[src/rtl/sync_tff_downcounter_pkg.sv]
// Shared definitions for the T-flip-flop down counter: state encoding and width bounds.
package sync_tff_downcounter_pkg;

  localparam int unsigned WIDTH_MIN = 2;
  localparam int unsigned WIDTH_MAX = 16;

  localparam logic [1:0] ST_IDLE = 2'd0;
  localparam logic [1:0] ST_RUN  = 2'd1;
  localparam logic [1:0] ST_DONE = 2'd2;

  typedef enum logic [1:0] {
    StIdle = ST_IDLE,
    StRun  = ST_RUN,
    StDone = ST_DONE
  } state_e;

endpackage

[src/rtl/sync_tff_downcounter_tff_cell.sv]
// Single T flip-flop with asynchronous active-low reset to 0.
module tff_cell (
  input  logic clk,
  input  logic reset,
  input  logic t,
  output logic q
);

  always_ff @(posedge clk or negedge reset) begin
    if (!reset) begin
      q <= 1'b0;
    end else if (t) begin
      q <= ~q;
    end
  end

endmodule

[src/rtl/sync_tff_downcounter.sv]
// Down counter built from T flip-flops, with parallel load, one-shot/periodic
// auto-reload and a registered terminal-count pulse.
module sync_tff_downcounter
  import sync_tff_downcounter_pkg::*;
#(
  parameter int unsigned WIDTH = 4
) (
  input  logic             clk,
  input  logic             reset,
  input  logic             en,
  input  logic             load,
  input  logic [WIDTH-1:0] load_val,
  input  logic             mode,
  input  logic             start,
  output logic [WIDTH-1:0] q,
  output logic             tc,
  output logic             busy,
  output logic             done
);

  state_e           r_state;
  logic             r_mode;
  logic [WIDTH-1:0] r_reload;
  logic             r_tc;

  logic [WIDTH-1:0] w_q;
  logic [WIDTH-1:0] w_dec_t;
  logic [WIDTH-1:0] w_t;
  logic             w_q_zero;
  logic             w_q_one;

  assign w_q_zero = (w_q == '0);
  assign w_q_one  = (w_q == WIDTH'(1));

  // Decrement toggle chain: bit i toggles when all lower bits are 0.
  assign w_dec_t[0] = 1'b1;
  for (genvar i = 1; i < WIDTH; i++) begin : g_chain
    assign w_dec_t[i] = w_dec_t[i-1] & ~w_q[i-1];
  end

  // Loads drive t as q ^ target so the cells land on the target value.
  always_comb begin
    w_t = '0;
    if (load) begin
      w_t = w_q ^ load_val;
    end else begin
      unique case (r_state)
        StRun: begin
          if (en) begin
            if (w_q_zero) w_t = w_q ^ r_reload;
            else          w_t = w_dec_t;
          end
        end
        StDone: begin
          if (start) w_t = w_q ^ r_reload;
        end
        default: w_t = '0;
      endcase
    end
  end

  for (genvar i = 0; i < WIDTH; i++) begin : g_cell
    tff_cell u_cell (
      .clk   (clk),
      .reset (reset),
      .t     (w_t[i]),
      .q     (w_q[i])
    );
  end

  always_ff @(posedge clk or negedge reset) begin
    if (!reset) begin
      r_state  <= StIdle;
      r_mode   <= 1'b0;
      r_reload <= '0;
      r_tc     <= 1'b0;
    end else begin
      r_tc <= 1'b0;
      if (load) begin
        r_reload <= load_val;
        r_state  <= StIdle;
      end else begin
        unique case (r_state)
          StIdle: begin
            if (start) begin
              r_mode <= mode;
              if (w_q_zero) begin
                r_state <= StDone;
                r_tc    <= 1'b1;
              end else begin
                r_state <= StRun;
              end
            end
          end
          StRun: begin
            if (en) begin
              if (w_q_one) begin
                r_tc <= 1'b1;
                if (!r_mode) r_state <= StDone;
              end else if (w_q_zero) begin
                r_tc <= (r_reload == '0);
              end
            end
          end
          StDone: begin
            if (start) begin
              r_mode <= mode;
              if (r_reload != '0) r_state <= StRun;
              else                r_tc    <= 1'b1;
            end
          end
          default: r_state <= StIdle;
        endcase
      end
    end
  end

  assign q    = w_q;
  assign tc   = r_tc;
  assign busy = (r_state == StRun);
  assign done = (r_state == StDone);

endmodule
[config.mk]
export PLATFORM = sky130hd
export DESIGN_NAME = sync_tff_downcounter
export DESIGN_NICKNAME = d
export VERILOG_FILES = /design/src/rtl/sync_tff_downcounter_pkg.sv /design/src/rtl/sync_tff_downcounter_tff_cell.sv /design/src/rtl/sync_tff_downcounter.sv
export SDC_FILE = /design/constraint.sdc
export NUM_CORES = 1
export LEC_CHECK = 0
export ABC_AREA = 1
export BUFFER_PORTS_ARGS = -buffer_cell sky130_fd_sc_hd__buf_2
export CORE_UTILIZATION = 40
export DETAILED_ROUTE_END_ITERATION = 16
export SYNTH_ARGS = -nofsm -noshare
export SYNTH_HDL_FRONTEND = slang
export SYNTH_SLANG_ARGS = --single-unit
[constraint.sdc]
create_clock -name clk -period 1.9 [get_ports clk]
set_input_delay 0 -clock clk [delete_from_list [all_inputs] [get_ports clk]]
set_output_delay 0 -clock clk [all_outputs]
set_load 0.1 [all_outputs]
### Yosys cells after proc, flatten, opt, wreduce, memory -nomap -nowiden

Index checks and enable logic that the tools add are counted.

| cells by class | value |
|---|---|
| equal/unequal tests | 9 |
| bitwise gates (word level) | 9 |
| muxes and demuxes | 23 |
| reductions and logical operators | 7 |

Operators by type and width:

| operator | count |
|---|---|
| 2-bit 2-to-1 mux | 8 |
| 4-bit 2-to-1 mux | 4 |
| 3-bit != test (second input constant) | 4 |
| 4-bit logical NOT | 2 |
| 1-bit 2-to-1 mux | 8 |
| 4-bit one-hot mux with 2 select lines | 1 |
| 4-bit bitwise XOR | 2 |
| 3-bit by 2-bit != test with 1-bit output (second input constant) | 2 |
| 2-bit one-hot mux with 3 select lines | 1 |
| 6-bit AND reduction | 1 |
| 1-bit inverter | 5 |
| 4-bit by 1-bit == test with 1-bit output (second input constant) | 1 |
| 4-bit nonzero test | 1 |
| 1-bit one-hot mux with 3 select lines | 1 |
| 3-bit AND reduction | 1 |
| 1-bit bitwise AND | 2 |
| 2-bit by 1-bit == test with 1-bit output (second input constant) | 1 |
| 2-bit == test (second input constant) | 1 |
| 2-bit logical NOT | 1 |
| 2-bit OR reduction | 1 |

| word-level totals | value |
|---|---|
| output and inout bits | 7 |
| bits of input ports | 10 |
| logic and storage cells | 56 |
| register bits after elaboration | 12 |

### Logic depth before layout (Yosys ltp)

| depth | value |
|---|---|
| depth in word-level cells | 7 |
| gate-level depth with buffers | 10 |
| mapped depth without buffers | 10 |

### Hierarchy

A second synthesis with hierarchy kept.

| second synthesis, totals | value |
|---|---|
| cell total of the unflattened synthesis | 134 |
| area, all modules | 875.8 sq um |

Modules (own cells, without submodules):

| module | instances | sequential area each (sq um) | cells each | area each (sq um) |
|---|---|---|---|---|
| sync_tff_downcounter | 1 | 200.2 | 110 | 700.7 |
| tff_cell | 4 | 25.0 | 6 | 43.8 |

### Worst setup path before layout

Ideal clock, no wire load.

| timing path | value |
|---|---|
| path kind | register to register |
| start point | reg r_state[1] |
| end point | reg g_cell[2].u_cell.q |
| arrival time | 1937 ps |
| setup time | 117 ps |
| cell stages (with the launch flop) | 10 |
| data required time | 1783 ps |
| period minus slack after synthesis | 2054 ps |
| buffers on the path | 0 |
| slack | -154 ps |
| cell sequence | dfrtp_1 inv_1 ha_1 nand2_1 inv_2 nand3_1 nand2_1 nand3_1 nand3_1 nand2_1 |

| between the ends | value |
|---|---|
| word-level cells in the longest chain between the ends | 3 |
| elaborated cells between the ends (all ways) | 4 |
| classes of those cells | 2 x eq/ne; 2 x mux |

Ends and longest elaborated chain:

| item | line | source |
|---|---|---|
| start: declaration | sync_tff_downcounter.sv:21 | `state_e r_state;` |
| start signal: assignment | sync_tff_downcounter.sv:73 | `r_state <= StIdle;` |
| start signal: assignment | sync_tff_downcounter.sv:81 | `r_state <= StIdle;` |
| start signal: assignment | sync_tff_downcounter.sv:88 | `r_state <= StDone;` |
| 2-bit by 1-bit == test with 1-bit output | -- |  |
| via busy | sync_tff_downcounter.sv:17 | `output logic busy,` |
| 4-bit one-hot mux with 2 select lines | sync_tff_downcounter.sv:47 | `unique case (r_state)` |
| 4-bit 2-to-1 mux | sync_tff_downcounter.sv:44 | `if (load) begin` |
| end signal: assignment | sync_tff_downcounter_tff_cell.sv:13 | `q <= ~q;` |
| end: declaration | sync_tff_downcounter_tff_cell.sv:6 | `output logic q` |

The timed path passes the listed nets, and every way through them passes these cells.
A chain may end at the register's enable or synchronous reset.

### Worst setup path in the final report

| timing path | value |
|---|---|
| start point | reg r_state[0] |
| end point | out done |

| between the ends | value |
|---|---|
| word-level cells in the longest chain between the ends | 1 |

Ends and longest elaborated chain:

| item | line | source |
|---|---|---|
| 2-bit == test | sync_tff_downcounter.sv:121 | `assign done = (r_state == StDone);` |
| end: declaration | sync_tff_downcounter.sv:18 | `output logic done` |

Every way passes these cells.

==> results.tsv <==
metric	value	unit
worst-skew pair later-pin latency	0.29	ns
Fillers	203	
initial DRC count	17	
Die H	48.16	um
CTS tree	yes	
Syn Inst Count	125	
Clk Tree Root Cell	clkbuf_4	
WS Path Type	reg2out	
post-synthesis mux area share	0	%
final slew viol count	0	
Min-Delay Path Class	in2reg	
Required @ worst endpoint	1.90	ns
reg2reg end	r_state[0]	
# rows	16	
reg-to-reg setup timing slack	0.43	ns
vias in the first global route	719	
crit path to	done	
core area	1982	um^2
setup TNS	0	ns
Worst Setup Start Kind	flip-flop	
Lkg Pwr	0.5585	nW
maximum vdd drop	0.6112	mV
Inst Count DP	162	
Clock Skews	0.002645	ns
Hold Vio Cnt, Final	0	
global-route wire length before repair	2939	um
RSZ-0062 raised after global routing	false	
Resize count post-CTS	0	
Post-route DRC	0	
fin area	1028	um^2
clk sinks	12	
crit path time final	1.496	ns
wire per inst	11.14	um
Hold Slack	0.01381	ns
max_cap viols	0	
nets@finish	160	
R2R depth	9	
Worst path slowest cell	dfrtp_1	
outcome	finished clean	
antenna violations before repair	0	
FMAX	0.6683	GHz
Avg Cell Area, Syn	6.817	um^2
gr usage total	19.35	%
Post-DP Area	932.1	um^2
setup violators final	0	
worst-path maximum fanout	5	
number of port buffers	16	
Ports	17	
largest family of logic cells by synthesized area	simple AND/OR/NAND/NOR gates	
Mapped Area	852.1	um^2
Initial Utilization	42.99	%
Non-Filler Instances	172	
Die ar.	2319	um^2
share of layout cells above drive strength 1	21.38	%
GRT overflow	0	
area share of and/or/nand/nor cells after synthesis	40.09	%
largest net degree at the start of global routing	13	
Final Util	51.89	%
Post-Syn Nets	139	
FF+latch count, synth	12	
Critical Path Sink Type	output port	
Final GP Congestion	0.7979	
DR pass1 iterations	4	
post-route antenna net violation count	0	
max incr delay on CP	0.44	ns
headroom to the max-slew limit	67.97	%
Synth Warn #	0	
Seq/Total Area, Yosys	35.24	%
clock tree buffer depth	2	
Power Density	1198	nW/um^2
dpl hpwl	1411	um
Worst-path clk slew	0.08	ns
synth unique cells	20	
worst reg2reg startpoint	r_state[0]	
Worst EP arrival	1.50	ns
cells along the critical path	inv_1 -> ha_2 -> buf_2	
slew at the pin with the worst max-slew slack	0.4838	ns
Post-Synth Adder-Cell Area	5.874	%
Vias/cell	4.750	
synth-to-layout area growth	20.71	%
final worst path period share	78.75	%
antenna cell count	0	
routed via count	817	
CTS H-Tree Depth	1	
Inserted Clock Buffers	3	
Synth Area in Compound Gates	6.608	%
Final Routed Wirelength	1916	um
Die W	48.16	um
Setup crit start	r_state[0]	
Synth Area in XOR/XNOR	0	%
[worst min-delay path by stage]
stage,cells past startpoint,end,startpoint,slack (ns)
final,3,r_mode,start,0.01
after global routing,3,r_mode,start,0.02
after CTS,3,r_mode,start,0.005
after detailed placement,1,r_reload[1],reset,-0.1
after global placement,1,g_cell[1].u_cell.q,reset,-0.10
after floorplan,0,g_cell[0].u_cell.q,reset,-0.30
[where the power goes]
group,switching (mW),total (mW),internal (mW)
clock network,0.0964,0.213,0.117
logic,0.494,0.662,0.167
registers,0.0539,0.357,0.303
total,0.645,1.23,0.588
[state kept, by name, summed over array words and instances (netlist names)]
name             count
g_cell.u_cell.q      4
r_mode               1
r_reload             4
r_state              2
tc                   1
[final cells by class]
type                       instances  area [um^2]  share of cell area, %
tap                               27        33.78                  3.285
sequential                        12        300.3                  29.20
clock buffer                       4        36.28                  3.528
inverter                          16        65.06                  6.326
multi-input combinational         91        452.9                  44.04
timing repair buffer              22        140.1                  13.63
[kinds of logic (layout without fill, tap and decap cells)]
| kind of cell | Yosys count | in the layout |
|---|---|---|
| adder cells (fa/ha/maj) | 4 | 4 |
| buffers and inverters | 22 | 42 |
| flip-flops | 12 | 12 |
| AND/OR/NAND/NOR | 77 | 77 |
| AO/OA/AOI/OAI | 10 | 10 |
[worst max-delay path: cells and delay by family, from the launching register on]
kind,cells,cell delay [ns]
buffers and inverters,2,0.55
DFF,1,0.44
adders and majority gates,1,0.22
[routing by layer]
metal  part of all wire [%]  up-vias  GRT usage [%]
met5                      0        -              0
met4                    2.3        0          10.00
met3                    3.9        5          4.444
met2                     44       19          31.47
met1                     50      361          23.80
li1                       -      432              -
[cells in the final DEF (no fill, tap or decap), types with 2 or more instances in the layout]
| cell | netlist | final |
|---|---|---|
| ha_1 | 4 | 2 |
| nand3_1 | 22 | 22 |
| ha_2 | 0 | 2 |
| nand4_1 | 2 | 2 |
| clkbuf_4 | 0 | 3 |
| nand2_1 | 43 | 43 |
| inv_2 | 3 | 3 |
| inv_1 | 12 | 12 |
| dfrtp_1 | 12 | 12 |
| o21ai_0 | 5 | 5 |
| nor2_1 | 6 | 6 |
| nor2_4 | 2 | 2 |
| buf_2 | 1 | 16 |
| dlygate4sd3_1 | 0 | 6 |
| a21oi_1 | 2 | 2 |
[synthesized netlist by cell type]
cell type	n	area share (%)
nand4_1	2	1.5
nor2_1	6	2.6
nand3_1	22	13
o21ai_0	5	2.9
o21bai_1	1	0.88
inv_2	3	1.3
ha_1	4	5.9
nand2_2	1	0.73
buf_4	4	3.5
nor2_4	2	2.6
o21ai_2	1	1.0
dfrtp_1	12	35
clkbuf_1	1	0.44
inv_1	12	5.3
clkinv_4	1	1.0
a21oi_1	2	1.2
nand2_1	43	19
nor2_2	1	0.73
o21ai_1	1	0.59
buf_2	1	0.59
[stage by stage]
stage / setup slack (ns) / total power, mW
detailed placement: 0.4489 / 1.012
global route: 0.2724 / 1.327
global placement: 0.4961 / 1.003
floorplan: 0.1805 / 0.9174
CTS: 0.3951 / 1.240
finish: 0.4037 / 1.232
[timing repair]
action	in CTS	in global routing
hold buffers	6	0
setup buffers	0	0
hold endpoints to repair	21	0
No activity file was read; power rests on OpenSTA's default activity.
